<file path="config.mk">
export PLATFORM = sky130hd
export DESIGN_NAME = q3_mux_scan_ctrl
export DESIGN_NICKNAME = d
export VERILOG_FILES = /design/src/rtl/q3_scan_pkg.sv /design/src/rtl/q3_mux_scan_ctrl_sel_counter.sv /design/src/rtl/q3_mux_scan_ctrl.sv
export SDC_FILE = /design/constraint.sdc
export NUM_CORES = 1
export LEC_CHECK = 0
export CAP_MARGIN = 20
export CELL_PAD_IN_SITES_DETAIL_PLACEMENT = 0
export CELL_PAD_IN_SITES_GLOBAL_PLACEMENT = 1
export CORE_MARGIN = 1.5
export CORE_UTILIZATION = 35
export DETAILED_ROUTE_END_ITERATION = 6
export HOLD_SLACK_MARGIN = 0.1
export MAX_ROUTING_LAYER = met4
export PLACE_DENSITY = 0.81
export REMOVE_ABC_BUFFERS = 1
export SETUP_SLACK_MARGIN = 0.3
export SYNTH_ARGS = -nofsm -noshare
export SYNTH_HDL_FRONTEND = slang
export SYNTH_HIERARCHICAL = 1
export SYNTH_SLANG_ARGS = --single-unit
export TNS_END_PERCENT = 20
</file>
<file path="constraint.sdc">
create_clock -name clk -period 1.88 [get_ports clk]
set_input_delay 0.282 -clock clk [delete_from_list [all_inputs] [get_ports clk]]
set_output_delay 0.282 -clock clk [all_outputs]
set_load 0.01 [all_outputs]
</file>
<file path="src/rtl/q3_scan_pkg.sv">
// Shared types and sizing for the q3 mux scan controller.
package q3_scan_pkg;

    localparam int unsigned MUX_WIDTH = 16;
    localparam int unsigned MUX_SEL_W = 4;

    typedef enum logic [1:0] {
        IDLE = 2'd0,
        SCAN = 2'd1,
        DONE = 2'd2
    } scan_state_t;

endpackage

</file>
<file path="src/rtl/q3_mux_scan_ctrl_sel_counter.sv">
// Select counter for the mux scan: synchronous load-zero, count enable, terminal count.
module q3_sel_counter #(
    parameter int unsigned SEL_W = 4
) (
    input  logic             clk,
    input  logic             rst_n,
    input  logic             clr,
    input  logic             en,
    output logic [SEL_W-1:0] cnt,
    output logic             tc_c
);

    logic [SEL_W-1:0] cnt_q;
    logic [SEL_W-1:0] cnt_d;

    always_comb begin
        cnt_d = cnt_q;
        if (clr) begin
            cnt_d = '0;
        end else if (en) begin
            cnt_d = cnt_q + SEL_W'(1);
        end
    end

    always_ff @(posedge clk or negedge rst_n) begin
        if (!rst_n) begin
            cnt_q <= '0;
        end else begin
            cnt_q <= cnt_d;
        end
    end

    assign cnt  = cnt_q;
    assign tc_c = (cnt_q == {SEL_W{1'b1}});

endmodule

</file>
<file path="src/rtl/q3_mux_scan_ctrl.sv">
// Drives a word and a select sweep into a 16:1 mux and reassembles its output for comparison.
// Optional parity check of the sampled stream: define MUX_SCAN_PARITY_EN.
module q3_mux_scan_ctrl
    import q3_scan_pkg::*;
#(
    parameter int unsigned WIDTH = MUX_WIDTH,
    parameter int unsigned SEL_W = MUX_SEL_W
) (
    input  logic             clk,
    input  logic             rst_n,
    input  logic             start,
    input  logic [WIDTH-1:0] data_in,
    input  logic             mux_in,
    output logic [WIDTH-1:0] aa_out,
    output logic [SEL_W-1:0] sel,
    output logic             busy,
    output logic             done,
    output logic [WIDTH-1:0] cap_word,
    output logic             match
`ifdef MUX_SCAN_PARITY_EN
    ,
    output logic             parity_err
`endif
);

    scan_state_t      state_q, state_d;
    logic [WIDTH-1:0] aa_q, aa_d;
    logic [WIDTH-1:0] cap_q, cap_d;
    logic             match_q, match_d;
    logic             busy_q, busy_d;
    logic             done_q, done_d;
    logic             cnt_clr, cnt_en;
    logic             sel_tc_c;
    logic [SEL_W-1:0] sel_cnt;
`ifdef MUX_SCAN_PARITY_EN
    logic             par_q, par_d;
    logic             perr_q, perr_d;
`endif

    q3_sel_counter #(.SEL_W(SEL_W)) u_sel_counter (
        .clk   (clk),
        .rst_n (rst_n),
        .clr   (cnt_clr),
        .en    (cnt_en),
        .cnt   (sel_cnt),
        .tc_c  (sel_tc_c)
    );

    always_ff @(posedge clk or negedge rst_n) begin
        if (!rst_n) begin
            state_q <= IDLE;
        end else begin
            state_q <= state_d;
        end
    end

    always_comb begin
        state_d = state_q;
        case (state_q)
            IDLE:    if (start) state_d = SCAN;
            SCAN:    if (sel_tc_c) state_d = DONE;
            DONE:    state_d = IDLE;
            default: state_d = IDLE;
        endcase
    end

    // Datapath next values; mux_in is sampled a full cycle after sel settles.
    always_comb begin
        aa_d    = aa_q;
        cap_d   = cap_q;
        match_d = match_q;
        busy_d  = busy_q;
        done_d  = 1'b0;
        cnt_clr = 1'b0;
        cnt_en  = 1'b0;
`ifdef MUX_SCAN_PARITY_EN
        par_d   = par_q;
        perr_d  = perr_q;
`endif
        case (state_q)
            IDLE: begin
                if (start) begin
                    aa_d    = data_in;
                    cap_d   = '0;
                    match_d = 1'b0;
                    busy_d  = 1'b1;
                    cnt_clr = 1'b1;
`ifdef MUX_SCAN_PARITY_EN
                    par_d   = 1'b0;
                    perr_d  = 1'b0;
`endif
                end
            end
            SCAN: begin
                cap_d[sel_cnt] = mux_in;
                cnt_en         = !sel_tc_c;
`ifdef MUX_SCAN_PARITY_EN
                par_d          = par_q ^ mux_in;
`endif
                if (sel_tc_c) begin
                    busy_d = 1'b0;
                    done_d = 1'b1;
                end
            end
            DONE: begin
                match_d = (cap_q == aa_q);
`ifdef MUX_SCAN_PARITY_EN
                perr_d  = (par_q != (^aa_q));
`endif
            end
            default: begin
                busy_d = 1'b0;
            end
        endcase
    end

    always_ff @(posedge clk or negedge rst_n) begin
        if (!rst_n) begin
            aa_q    <= '0;
            cap_q   <= '0;
            match_q <= 1'b0;
            busy_q  <= 1'b0;
            done_q  <= 1'b0;
`ifdef MUX_SCAN_PARITY_EN
            par_q   <= 1'b0;
            perr_q  <= 1'b0;
`endif
        end else begin
            aa_q    <= aa_d;
            cap_q   <= cap_d;
            match_q <= match_d;
            busy_q  <= busy_d;
            done_q  <= done_d;
`ifdef MUX_SCAN_PARITY_EN
            par_q   <= par_d;
            perr_q  <= perr_d;
`endif
        end
    end

    assign aa_out   = aa_q;
    assign sel      = sel_cnt;
    assign busy     = busy_q;
    assign done     = done_q;
    assign cap_word = cap_q;
    assign match    = match_q;
`ifdef MUX_SCAN_PARITY_EN
    assign parity_err = perr_q;
`endif

endmodule

</file>
==> impl_metrics.env <==
export IMPL_status="finished clean"
export IMPL_p_clk_share_pct=13.6
export IMPL_nets=299
export IMPL_fillCellCount=530
export IMPL_final_area_um2=2808
export IMPL_rsz0062_at_grt="yes"
export IMPL_power_per_cell_area_nw_per_um2=1644
export IMPL_synth_edf_count=0
export IMPL_synth_cells=209
export IMPL_total_power_mw=4.617
export IMPL_switching_share_pct=39.05
export IMPL_die_h_um=78.18
export IMPL_cts_sinks=41
export IMPL_crit_slowest_cell="dfrtp_2"
export IMPL_critPathMaxStageDelay_ns=0.45
export IMPL_post_route_util_pct=51.30
export IMPL_synth_top_cell_area_share_pct=51.87
export IMPL_dp_cells=339
export IMPL_portBuffers=58
export IMPL_die_w_um=78.18
export IMPL_synthTopCellsByArea="dfrtp_1, nand2_1, xor2_1, o211ai_1, nand3_1"
export IMPL_post_drt_wl_per_cell_um=14.18
export IMPL_max_freq_mhz=644.2
export IMPL_clock_skew_final_ns=0.01094
export IMPL_cp_endpoint="u_sel_counter/cnt[3]$_DFFE_PN0P_"
export IMPL_io_pins=59
export IMPL_reg2reg_depth=5
export IMPL_synth_distinct_cells=34
export IMPL_r2r_slack_ns=0.33
export IMPL_clock_path_buffers=2
export IMPL_path_buf_inv=1
export IMPL_global_route_overflow_total=0
export IMPL_fin_cells=351
export IMPL_viasPerCell=4.860
export IMPL_rows=27
export IMPL_clk_latency_ns=0.29
export IMPL_yosysWarningCount=6
export IMPL_htree_levels=2
export IMPL_finalWirelength_mm=4.977
export IMPL_endpoint_kind="flop"
export IMPL_antenna_found_initial=0
export IMPL_area_growth_pct=41.94
export IMPL_gr_usage_met2_pct=26.61
export IMPL_core_area_um2=5473
export IMPL_synth_commonest_cells="nand2_1, dfrtp_1, xor2_1"
export IMPL_start_util_pct=36.15
export IMPL_vdd_drop_max_mv=0.8043
export IMPL_grt_total_usage_pct=17.84
export IMPL_cts_buffers_inserted=5
export IMPL_switchingPower_mw=1.803
export IMPL_yosysTopAreaCell="dfrtp_1"
export IMPL_synth_area_um2=1978
export IMPL_cts_tree="yes"
export IMPL_path_clk_slew_ns=0.08
export IMPL_path_depth=5
export IMPL_syn_avg_cell_area_um2=9.465
export IMPL_finalSetupViolCount=0
export IMPL_tightestPinTransition_ns=0.5281
export IMPL_use_met1_pct=24.46
export IMPL_drv_cap=0
export IMPL_grt_pass1_wl_mm=8.211
export IMPL_grt_start_max_net_pins=42
export IMPL_place_congestion=0.8078
export IMPL_criticalPathCategory="reg -> reg"
export IMPL_yosysMostFrequentCell="nand2_1"
export IMPL_seq_power_share_pct=34.7
export IMPL_drc_errors=0
export IMPL_slew_limit_headroom_pct=64.79
export IMPL_cts_root_buf="clkbuf_8"
export IMPL_diodes=0
export IMPL_use_met3_pct=4.535
export IMPL_path_cells="buf_4 > and3_1 > nor2_1 > nand4_1 > mux2_4"
export IMPL_drt_initial_drc_count=99
export IMPL_synth_flop_cell="dfrtp_1"
export IMPL_fin_crit_sh_pct=82.57
export IMPL_hold_class="in -> reg"
export IMPL_p_int_mw=2.814
export IMPL_worstPathArrival_ns=1.73
export IMPL_async_reset_ff_share_pct=100.0
export IMPL_yosysSeqAreaShare_pct=51.87
export IMPL_synth_seq_cells=41
export IMPL_dpl_hpwl_mm=3.503
export IMPL_grt_pass1_vias=1629
export IMPL_drive_gt1_share_pct=10.39
export IMPL_die_area_um2=6112
export IMPL_via_count=1706
export IMPL_dr_pass1_iters=4
export IMPL_finalMaxSlewViolations=0
export IMPL_timing_rr_start="u_sel_counter/cnt[3]$_DFFE_PN0P_"
export IMPL_worstPathMaxFanout=5
export IMPL_ant_nets=0
export IMPL_p_comb_share_pct=51.6
export IMPL_critPathTopFamily="simple AND/OR/NAND/NOR gates"
export IMPL_critPathLaunch="u_sel_counter/cnt[3]$_DFFE_PN0P_"
export IMPL_hold_viol_final=0
export IMPL_total_leakage_power_nw=1.361
export IMPL_reg2reg_to="u_sel_counter/cnt[3]$_DFFE_PN0P_"
export IMPL_place_area_um2=2668
export IMPL_top_usage_layer="met2"
export IMPL_post_route_min_period_ns=1.552
export IMPL_cp_start_kind="flop"
export IMPL_setup_tns_final_ns=0
export IMPL_cp_required_ns=2.06
[cell families (layout without fill, tap and decap cells)]
| kind of cell | count (synthesis) | after routing | share of synthesized area (%) |
|---|---|---|---|
| AOI/OAI and AO/OA | 23 | 23 | 8.919 |
| buffers and inverters | 10 | 80 | 2.213 |
| adders and majority gates | 1 | 1 | 0.6324 |
| xor gates and xnor gates | 17 | 17 | 7.527 |
| and+or+nand+nor | 115 | 115 | 27.58 |
| DFF | 41 | 41 | 51.87 |
| muxes | 2 | 2 | 1.265 |
[cell type report]
cell class                 count  area, µm²  area share, %
clock buffer                   7      96.34          3.431
clock inverter                 1      5.005         0.1783
inverter                       2      7.507         0.2674
multi-input combinational    158      908.4          32.35
sequential                    41       1027          36.59
tap                           72      90.09          3.209
timing repair buffer          70      673.1          23.98
[tightest hold or removal path, delay by kind of cell]
family | cells | cell delay [ns]
buf+inv | 1 | 0.39
simple gates | 2 | 0.09
[cells in the final DEF, fill, tap and decap left out]
cell type and count:
nand2_1 66, clkdlybuf4s50_1 55, dfrtp_1 40, xor2_1 16, nand3_1 13, o211ai_1 12
buf_4 11, nor2_1 7, clkbuf_8 7, nand4_1 6, nor4_1 3, o21ai_0 3
nand3b_1 3, nor2b_1 3, o311ai_0 3, and2_1 2, nor3_1 2, a21oi_1 2
nor3b_1 2, and3_1 2, nand2b_1 2, dlymetal6s2s_1 2, nand2b_4 1, inv_1 1
nand3b_2 1, inv_2 1, and2b_4 1, o41ai_1 1, or3_4 1, o311ai_2 1
clkinv_2 1, dlygate4sd3_1 1, buf_2 1, mux2_4 1, mux2i_1 1, xnor2_1 1
a21bo_2 1, ha_1 1, dfrtp_2 1
[power groups by stage]
stage | clock network, mW | registers [mW] | logic, mW
after floorplan | 0 | 1.81 | 0.972
after global placement | 0 | 1.65 | 2.30
after detailed placement | 0 | 1.66 | 2.30
after CTS | 0.645 | 1.61 | 2.41
after global routing | 0.690 | 1.66 | 2.63
final | 0.629 | 1.60 | 2.38
[registers in the layout, indices dropped and copies added, names as in the netlist]
name	cells
aa_out	16
busy	1
cap_word	16
done	1
match	1
state_q	2
u_sel_counter/cnt	4
[per-layer routing]
metal  up-vias  share of wire [%]
met1       792                 48
li1        855                  -
met5         -                  0
met3         4                5.9
met4         0               0.68
met2        55                 45
[worst min-delay path by stage]
| stage | start | to | slack, ns | cells after the start |
|---|---|---|---|---|
| after floorplan | rst_n | aa_out[0]$_DFFE_PN0P_ | -0.01 | 0 |
| final | data_in[9] | aa_out[9]$_DFFE_PN0P_ | 0.51 | 3 |
| after detailed placement | rst_n | aa_out[0]$_DFFE_PN0P_ | 0.38 | 2 |
| after global placement | rst_n | aa_out[0]$_DFFE_PN0P_ | 0.38 | 2 |
| after CTS | data_in[9] | aa_out[9]$_DFFE_PN0P_ | 0.50 | 3 |
| after global routing | data_in[11] | aa_out[11]$_DFFE_PN0P_ | 0.50 | 3 |
[what timing repair did]
action	4_1_cts	5_1_grt
buffers inserted	3	0
setup endpoints to repair	5	11
hold buffers	1	0
endpoints found under the hold margin	41	0
resized for setup	1	2
[through the flow]
step,setup WS [ns],hold WS [ns]
2_1_floorplan,0.08688,-0.01359
3_3_place_gp,0.2226,0.3776
3_5_place_dp,0.2448,0.3802
4_1_cts,0.2147,0.5047
5_1_grt,0.2590,0.5000
6_report,0.3278,0.5103
Power figures use the tool's default switching activity.
